$ cat src/rtl/instr_fetch_loader.sv
// Loadable instruction-fetch stage: byte-stream program loader into a byte RAM,
// then registered little-endian 16-bit fetches with automatic halt after the last word.
module instr_fetch_loader #(
  parameter int MEM_BYTES = 32,
  parameter int PC_W      = $clog2(MEM_BYTES)
) (
  input  logic            clk,
  input  logic            rst_n,
  input  logic            load_en,
  input  logic            load_valid,
  input  logic [7:0]      load_byte,
  output logic            load_ready,
  input  logic            run,
  input  logic            stall,
  output logic [15:0]     instruction_code,
  output logic            instr_valid,
  output logic [PC_W-1:0] pc,
  output logic [PC_W:0]   prog_len,
  output logic            halted
);

  typedef enum logic [1:0] {S_IDLE, S_LOAD, S_RUN, S_HALT} state_t;

  state_t          state, state_nxt;
  logic [PC_W:0]   wr_ptr;
  logic [PC_W:0]   last_pc;
  logic            at_last;
  logic            wr_en;
  logic            can_run;
  logic [7:0]      mem [MEM_BYTES];

  assign load_ready = (state == S_LOAD) && (wr_ptr < (PC_W+1)'(MEM_BYTES));
  // a byte offered in the cycle load_en drops is discarded
  assign wr_en      = load_ready && load_valid && load_en;
  assign can_run    = prog_len >= (PC_W+1)'(2);
  // address of the last complete instruction; an odd trailing byte is skipped
  assign last_pc    = (prog_len & ~(PC_W+1)'(1)) - (PC_W+1)'(2);
  assign at_last    = ({1'b0, pc} == last_pc);
  assign halted     = (state == S_HALT);

  always_ff @(posedge clk or negedge rst_n) begin
    if (!rst_n) state <= S_IDLE;
    else        state <= state_nxt;
  end

  always_comb begin
    state_nxt = state;
    case (state)
      S_IDLE: begin
        if (load_en)            state_nxt = S_LOAD;
        else if (run && can_run) state_nxt = S_RUN;
      end
      S_LOAD: if (!load_en) state_nxt = S_IDLE;
      S_RUN: begin
        if (!run)                state_nxt = S_IDLE;
        else if (!stall && at_last) state_nxt = S_HALT;
      end
      S_HALT: if (!run) state_nxt = S_IDLE;
      default: state_nxt = S_IDLE;
    endcase
  end

  always_ff @(posedge clk or negedge rst_n) begin
    if (!rst_n) begin
      pc               <= '0;
      wr_ptr           <= '0;
      prog_len         <= '0;
      instruction_code <= 16'h0000;
      instr_valid      <= 1'b0;
    end else begin
      case (state)
        S_IDLE: begin
          if (load_en)             wr_ptr <= '0;
          else if (run && can_run) pc     <= '0;
        end
        S_LOAD: begin
          if (!load_en)   prog_len <= wr_ptr;
          else if (wr_en) wr_ptr   <= wr_ptr + (PC_W+1)'(1);
        end
        S_RUN: begin
          if (!run) begin
            instr_valid <= 1'b0;
          end else if (!stall) begin
            instruction_code <= {mem[{pc[PC_W-1:1], 1'b1}], mem[pc]};
            instr_valid      <= 1'b1;
            pc               <= pc + PC_W'(2);
          end
        end
        S_HALT: begin
          if (!run) begin
            instr_valid <= 1'b0;
            pc          <= '0;
          end else if (!stall) begin
            instr_valid <= 1'b0;
          end
        end
        default: ;
      endcase
    end
  end

  // RAM contents survive reset
  always_ff @(posedge clk) begin
    if (wr_en) mem[wr_ptr[PC_W-1:0]] <= load_byte;
  end

endmodule

$ cat config.mk
export PLATFORM = sky130hd
export DESIGN_NAME = instr_fetch_loader
export DESIGN_NICKNAME = d
export VERILOG_FILES = /design/src/rtl/instr_fetch_loader.sv
export SDC_FILE = /design/constraint.sdc
export NUM_CORES = 1
export LEC_CHECK = 0
export ABC_CLOCK_PERIOD_IN_PS = 2180
export CAP_MARGIN = 25
export CORE_MARGIN = 4
export CORE_UTILIZATION = 55
export CTS_CLUSTER_SIZE = 8
export DETAILED_ROUTE_END_ITERATION = 10
export PLACE_DENSITY = 0.83
export SYNTH_ARGS = -nofsm -noshare
export SYNTH_HDL_FRONTEND = slang
export SYNTH_SLANG_ARGS = --single-unit
$ cat constraint.sdc
create_clock -name clk -period 2.18 [get_ports clk]
set_input_delay 0.436 -clock clk [delete_from_list [all_inputs] [get_ports clk]]
set_output_delay 0.436 -clock clk [all_outputs]
set_load 0.03 [all_outputs]
Yosys cells after proc, flatten, opt, wreduce, memory -nomap -nowiden
Memory sizes are Yosys's and may differ from the RTL's. A register that Yosys moved wholly into a read port is not among the register bits.
Index checks and enable logic that the tools add are counted.
- RAM bits: 256
- memories kept: 1
- word-level logic and storage cells: 72
- input bits: 14
- flip-flop bits (word level): 20
- output and inout port bits: 30
- memory list (name ; words ; bits a word ; rd ports ; clocked after Yosys merged registers in ; write ports ; line ; source):
    mem ; 32 ; 8 ; 2 ; 2 ; 1 ; 30 ; logic [7:0] mem [MEM_BYTES];
- add/subtract/negate cells: 3
- bitwise gates (word level): 2
- multiplexer cells: 24
- reduce and logical (&&, ||, !) cells: 18
- equality and inequality tests: 17
- $lt $le $gt $ge: 2
- operators with widths (operator ; count):
    $mux W5 ; 5
    $mux W6 ; 3
    $ne A2 B2 Y1 const B ; 9
    $pmux W5 S3 ; 1
    $mux W2 ; 6
    $ne A3 B3 Y1 const B ; 4
    $pmux W6 S2 ; 1
    $pmux W2 S4 ; 1
    $reduce_and A4 Y1 ; 2
    $add A6 B1 Y6 const B ; 1
    $eq A5 B6 Y1 ; 1
    $ge A6 B2 Y1 const B ; 1
    $lt A6 B6 Y1 const B ; 1
    $mux W1 ; 6
    $reduce_and A3 Y1 ; 2
    $reduce_and A6 Y1 ; 1
    $sub A6 B2 Y6 const B ; 1
    $add A5 B2 Y5 const B ; 1
    $logic_and A1 B1 Y1 ; 5
    $eq A2 B2 Y1 const B ; 2
    $reduce_bool A2 Y1 ; 2
    $logic_not A1 Y1 ; 3
    $reduce_bool A3 Y1 ; 1
    $eq A2 B1 Y1 const B ; 1
    4 further kinds ; 5

Logic depth before layout (Yosys ltp)
- word-level depth: 7
- mapped depth: 8
- depth with buffers taken out: 6

Worst setup path before layout
Ideal clock, no wire load.
- kind: reg-to-reg
- from: register state[1]
- to: memory mem[29][0], enable pin
- cell stages (with the launch flop): 6
- data required time: 1810 ps
- buffers on the path: 1
- setup slack: -427 ps
- period minus slack after synthesis: 2607 ps
- setup time: 370 ps
- arrival: 2236 ps
- path through: dfrtp_1 -> nor3b_1 -> and3_1 -> clkbuf_1 -> nand2_1 -> nor2_1
- cells in the longest elaborated chain, start to end: 6
- RTL lines (element ; line ; source):
    start: declaration ; 24 ; state_t state, state_nxt;
    start signal: assignment ; 43 ; else state <= state_nxt;
    $eq A2 B1 Y1 ; 32 ; assign load_ready = (state == S_LOAD) && (wr_ptr < (PC_W+1)'(MEM_BYTES));
    $logic_and A1 B1 Y1 ; 32 ;
    named net load_ready ; 12 ; output logic load_ready,
    $logic_and A1 B1 Y1 (2 in a row) ; 34 ; assign wr_en = load_ready && load_valid && load_en;
    $mux W1 ; 104 ; if (wr_en) mem[wr_ptr[PC_W-1:0]] <= load_byte;
    $mux W1 (not written as such) ; 104 ;
    end: declaration ; 30 ;
The timed path passes the listed nets, and every way through them passes these cells.

Worst setup path after layout
- from: register prog_len[2]
- to: output port prog_len[2]
- RTL lines (element ; line ; source):
    start: declaration ; 18 ; output logic [PC_W:0] prog_len,
    start signal: assignment ; 77 ; if (!load_en) prog_len <= wr_ptr;
No word-level cell between the ends.

==> run_results.csv <==
group,metric,value,unit
die,core,0.0204,mm^2
synth,synth_edf_count,256,
finish,multiInputGateArea,0.00279,mm^2
placement,place.gp.congestion,0.830,
route,ant_nets,0,
power,swShare,27.6,%
die,rows,52,
power,irDropWorstVdd,578,uV
route,remaining_drc_errors,0,
worst_setup_path,crit_slowest_cell,"clkdlybuf4s50_1",
worst_setup_path,critPathBufInv,1,
worst_setup_path,slowest_delay,0.71,ns
route,wirelength,28200,um
finish,layout.cells.most_common,"edfxtp_1",
route,wire_per_inst,26.9,um
synth,yosys_most_used_dff,"edfxtp_1",
hold_path,hold_class,"in -> async",
grt,overflow,0,
sta,max_slew.worst_pin.slew,0.649,ns
grt,grt_first_pass_wirelength,43400,um
route,drt_iter0_markers,800,
worst_setup_path,timing.critical_path.max_delay_family,"buffers and inverters",
synth,yosysSeqAreaShare,74.1,%
finish,instances_no_fill,1045,
worst_setup_path,critPathLaunchType,"flip-flop",
power,p_leak,4.60,nW
job,drv_cap,0,
finish,mostFrequentLayoutCells,"edfxtp_1, buf_4, mux2i_1",
clock_network,insertion_delay,0.53,ns
route,via_count,6627,
placement,postPlaceCellArea,0.0127,mm^2
worst_setup_path,cp_cell_sequence,"clkdlybuf4s50_1",
die,fp.dieH,153,um
sta,finalCritPeriodShare,96.7,%
route,avgViaCountPerCell,6.34,
worst_setup_path,crit_type,"reg -> out",
finish,diodes,0,
sta,fmax,475,MHz
grt,grt_pass1_vias,6974,
worst_setup_path,worstSetupEndpointType,"output port",
finish,finish.instance_area,0.0139,mm^2
power,p_switching,4.34,mW
placement,place_inst,967,
sta,fin_skew,0.0164,ns
sta,holdWs,0.430,ns
placement,io_buffers,42,
grt,antenna_found_initial,0,
synth,ys_seq_elements,291,
sta,layout_min_cycle_time,2.11,ns
worst_setup_path,critical_path_arrival,1.67,ns
finish,nets,762,
synth,synth_warnings,0,
grt,track_usage,24.6,%
sta,setup_viol,0,
sta,drv_slew,0,
placement,dp_hpwl,17200,um
grt,grt_max_degree,33,
worst_setup_path,worst-path-max-fanout,5,
clock_network,cts_htree_levels,2,
synth,synthDistinctLibCells,48,
sta,timing.final.hold_violations,0,
worst_setup_path,reg2reg_depth,5,
power,p_comb_share,19.6,%
synth,syn_area,0.0116,mm^2
clock_network,cts_made_buffers,42,
clock_network,cts_tree,"yes",
finish,fillers,1243,
power,seqPwrFrac,42.5,%
clock_network,clk_pin_slew,0.05,ns
clock_network,cts.sinks,291,
clock_network,clock_path_buffers,3,
die,die-area,0.0234,mm^2
finish,drive_gt1_share,22.6,%
run_status,outcome,"finished, final reports clean",
synth,synthArstFlopShare,12.0,%
route,drtPass1Iterations,5,
worst_setup_path,required,1.74,ns
synth,synthCells,619,
die,fp.dieW,153,um
die,start_util,56.6,%
power,powerDensity,1130,mW/mm^2
die,io_pins,44,
sta,rsz0062_at_grt,"no",
clock_network,cts_root_buffer,"clkbuf_16",
power,clkPwrFrac,37.9,%
finish,synthToLayoutAreaGrowth,20.5,%
synth,avgSynthCellArea,18.7,um^2
power,intPower,11.4,mW
worst_setup_path,cp.depth,1,
finish,seqCellArea,0.00857,mm^2
synth,synth_fp_nets,639,
sta,relSlewSlack,55.6,%
-- worst paths after layout --
check                                     from              endpoint  slack, ns
min in group clk           instruction_code[4]   instruction_code[4]       0.52
max in group asynchronous                rst_n  instruction_code[12]       1.10
hold reg to reg            instruction_code[4]   instruction_code[4]       0.52
setup reg to reg                      state[0]            mem[14][4]       0.17
setup / recovery                   prog_len[2]           prog_len[2]       0.07
hold / removal                           rst_n           instr_valid       0.43
-- what timing repair did --
action	in CTS	in global routing
cloned	0	0
setup endpoints to repair	6	62
resized for setup	6	4
hold endpoints to repair	20	0
buffers inserted	0	0
hold buffers	1	0
-- per-layer routing --
metal | vias up | wire, um | GRT usage (%)
li1 | 2734 | - | -
met1 | 3324 | 9920 | 32.3
met2 | 466 | 13900 | 39.9
met3 | 103 | 3010 | 5.85
met4 | 0 | 1280 | 10.7
met5 | - | 0 | 0
-- cell type report --
cell class	instances	area share (%)
clock buffers	73	8.38
inverters	11	0.296
well taps	270	2.42
repair buffers	111	6.90
flip-flops and latches	291	61.5
multi-input cells	285	20.0
clock inverters	4	0.476
-- state kept, by name, summed over array words and instances (netlist names) --
register and cells:
pc 4, wr_ptr 6, state 2, instr_valid 1, mem 256, instruction_code 16
prog_len 6
-- synthesized netlist by cell type (2+ instances only) --
library cell | instances | area (um^2)
edfxtp_1 | 256 | 7690
mux2i_1 | 45 | 450
mux4_2 | 43 | 968
nor2_1 | 43 | 161
dfrtp_1 | 35 | 876
nand2_1 | 31 | 116
o211ai_1 | 29 | 218
a22oi_1 | 16 | 120
buf_2 | 13 | 65.1
clkbuf_1 | 11 | 41.3
inv_1 | 11 | 41.3
mux4_1 | 7 | 184
o21ai_0 | 7 | 35.0
a21oi_1 | 6 | 30.0
ha_1 | 6 | 75.1
xnor2_1 | 6 | 52.6
mux2_2 | 5 | 56.3
a2111oi_0 | 3 | 26.3
and2_1 | 3 | 18.8
buf_4 | 3 | 22.5
buf_6 | 3 | 33.8
or3_1 | 3 | 18.8
a211oi_1 | 2 | 15.0
nand2b_1 | 2 | 12.5
nand3_1 | 2 | 10.0
nand3b_1 | 2 | 15.0
nor2b_1 | 2 | 12.5
nor3_1 | 2 | 10.0
nor3b_1 | 2 | 15.0
xor2_1 | 2 | 17.5
-- cells by family after synthesis --
group / Yosys count / synth area share [%]
xor gates and xnor gates: 8 / 0.606
other: 1 / 0.0324
muxes: 100 / 14.4
buffers and inverters: 43 / 1.97
and+or+nand+nor: 99 / 3.91
adders and majority gates: 6 / 0.649
DFF: 291 / 74.1
AOI/OAI and AO/OA: 71 / 4.42
-- power groups by stage --
stage	sequential (mW)	combinational (mW)	clock, mW
after CTS	6.67	3.07	6.01
after global placement	6.74	2.92	0
after global routing	6.69	3.26	6.33
after detailed placement	6.77	3.02	0
final	6.68	3.07	5.96
after floorplan	6.97	1.67	0
-- stage by stage --
step	total power [mW]	worst slack [ns]	util [%]	setup TNS, ns
after CTS	15.8	0.0388	68.2	0
after floorplan	8.64	0.0122	-	0
after detailed placement	9.79	-0.0635	62.1	-2.43
after global routing	16.3	0.00521	68.2	0
final	15.7	0.0726	68.2	0
after global placement	9.65	-0.0116	62.1	-0.0578
Power figures use the tool's default switching activity.
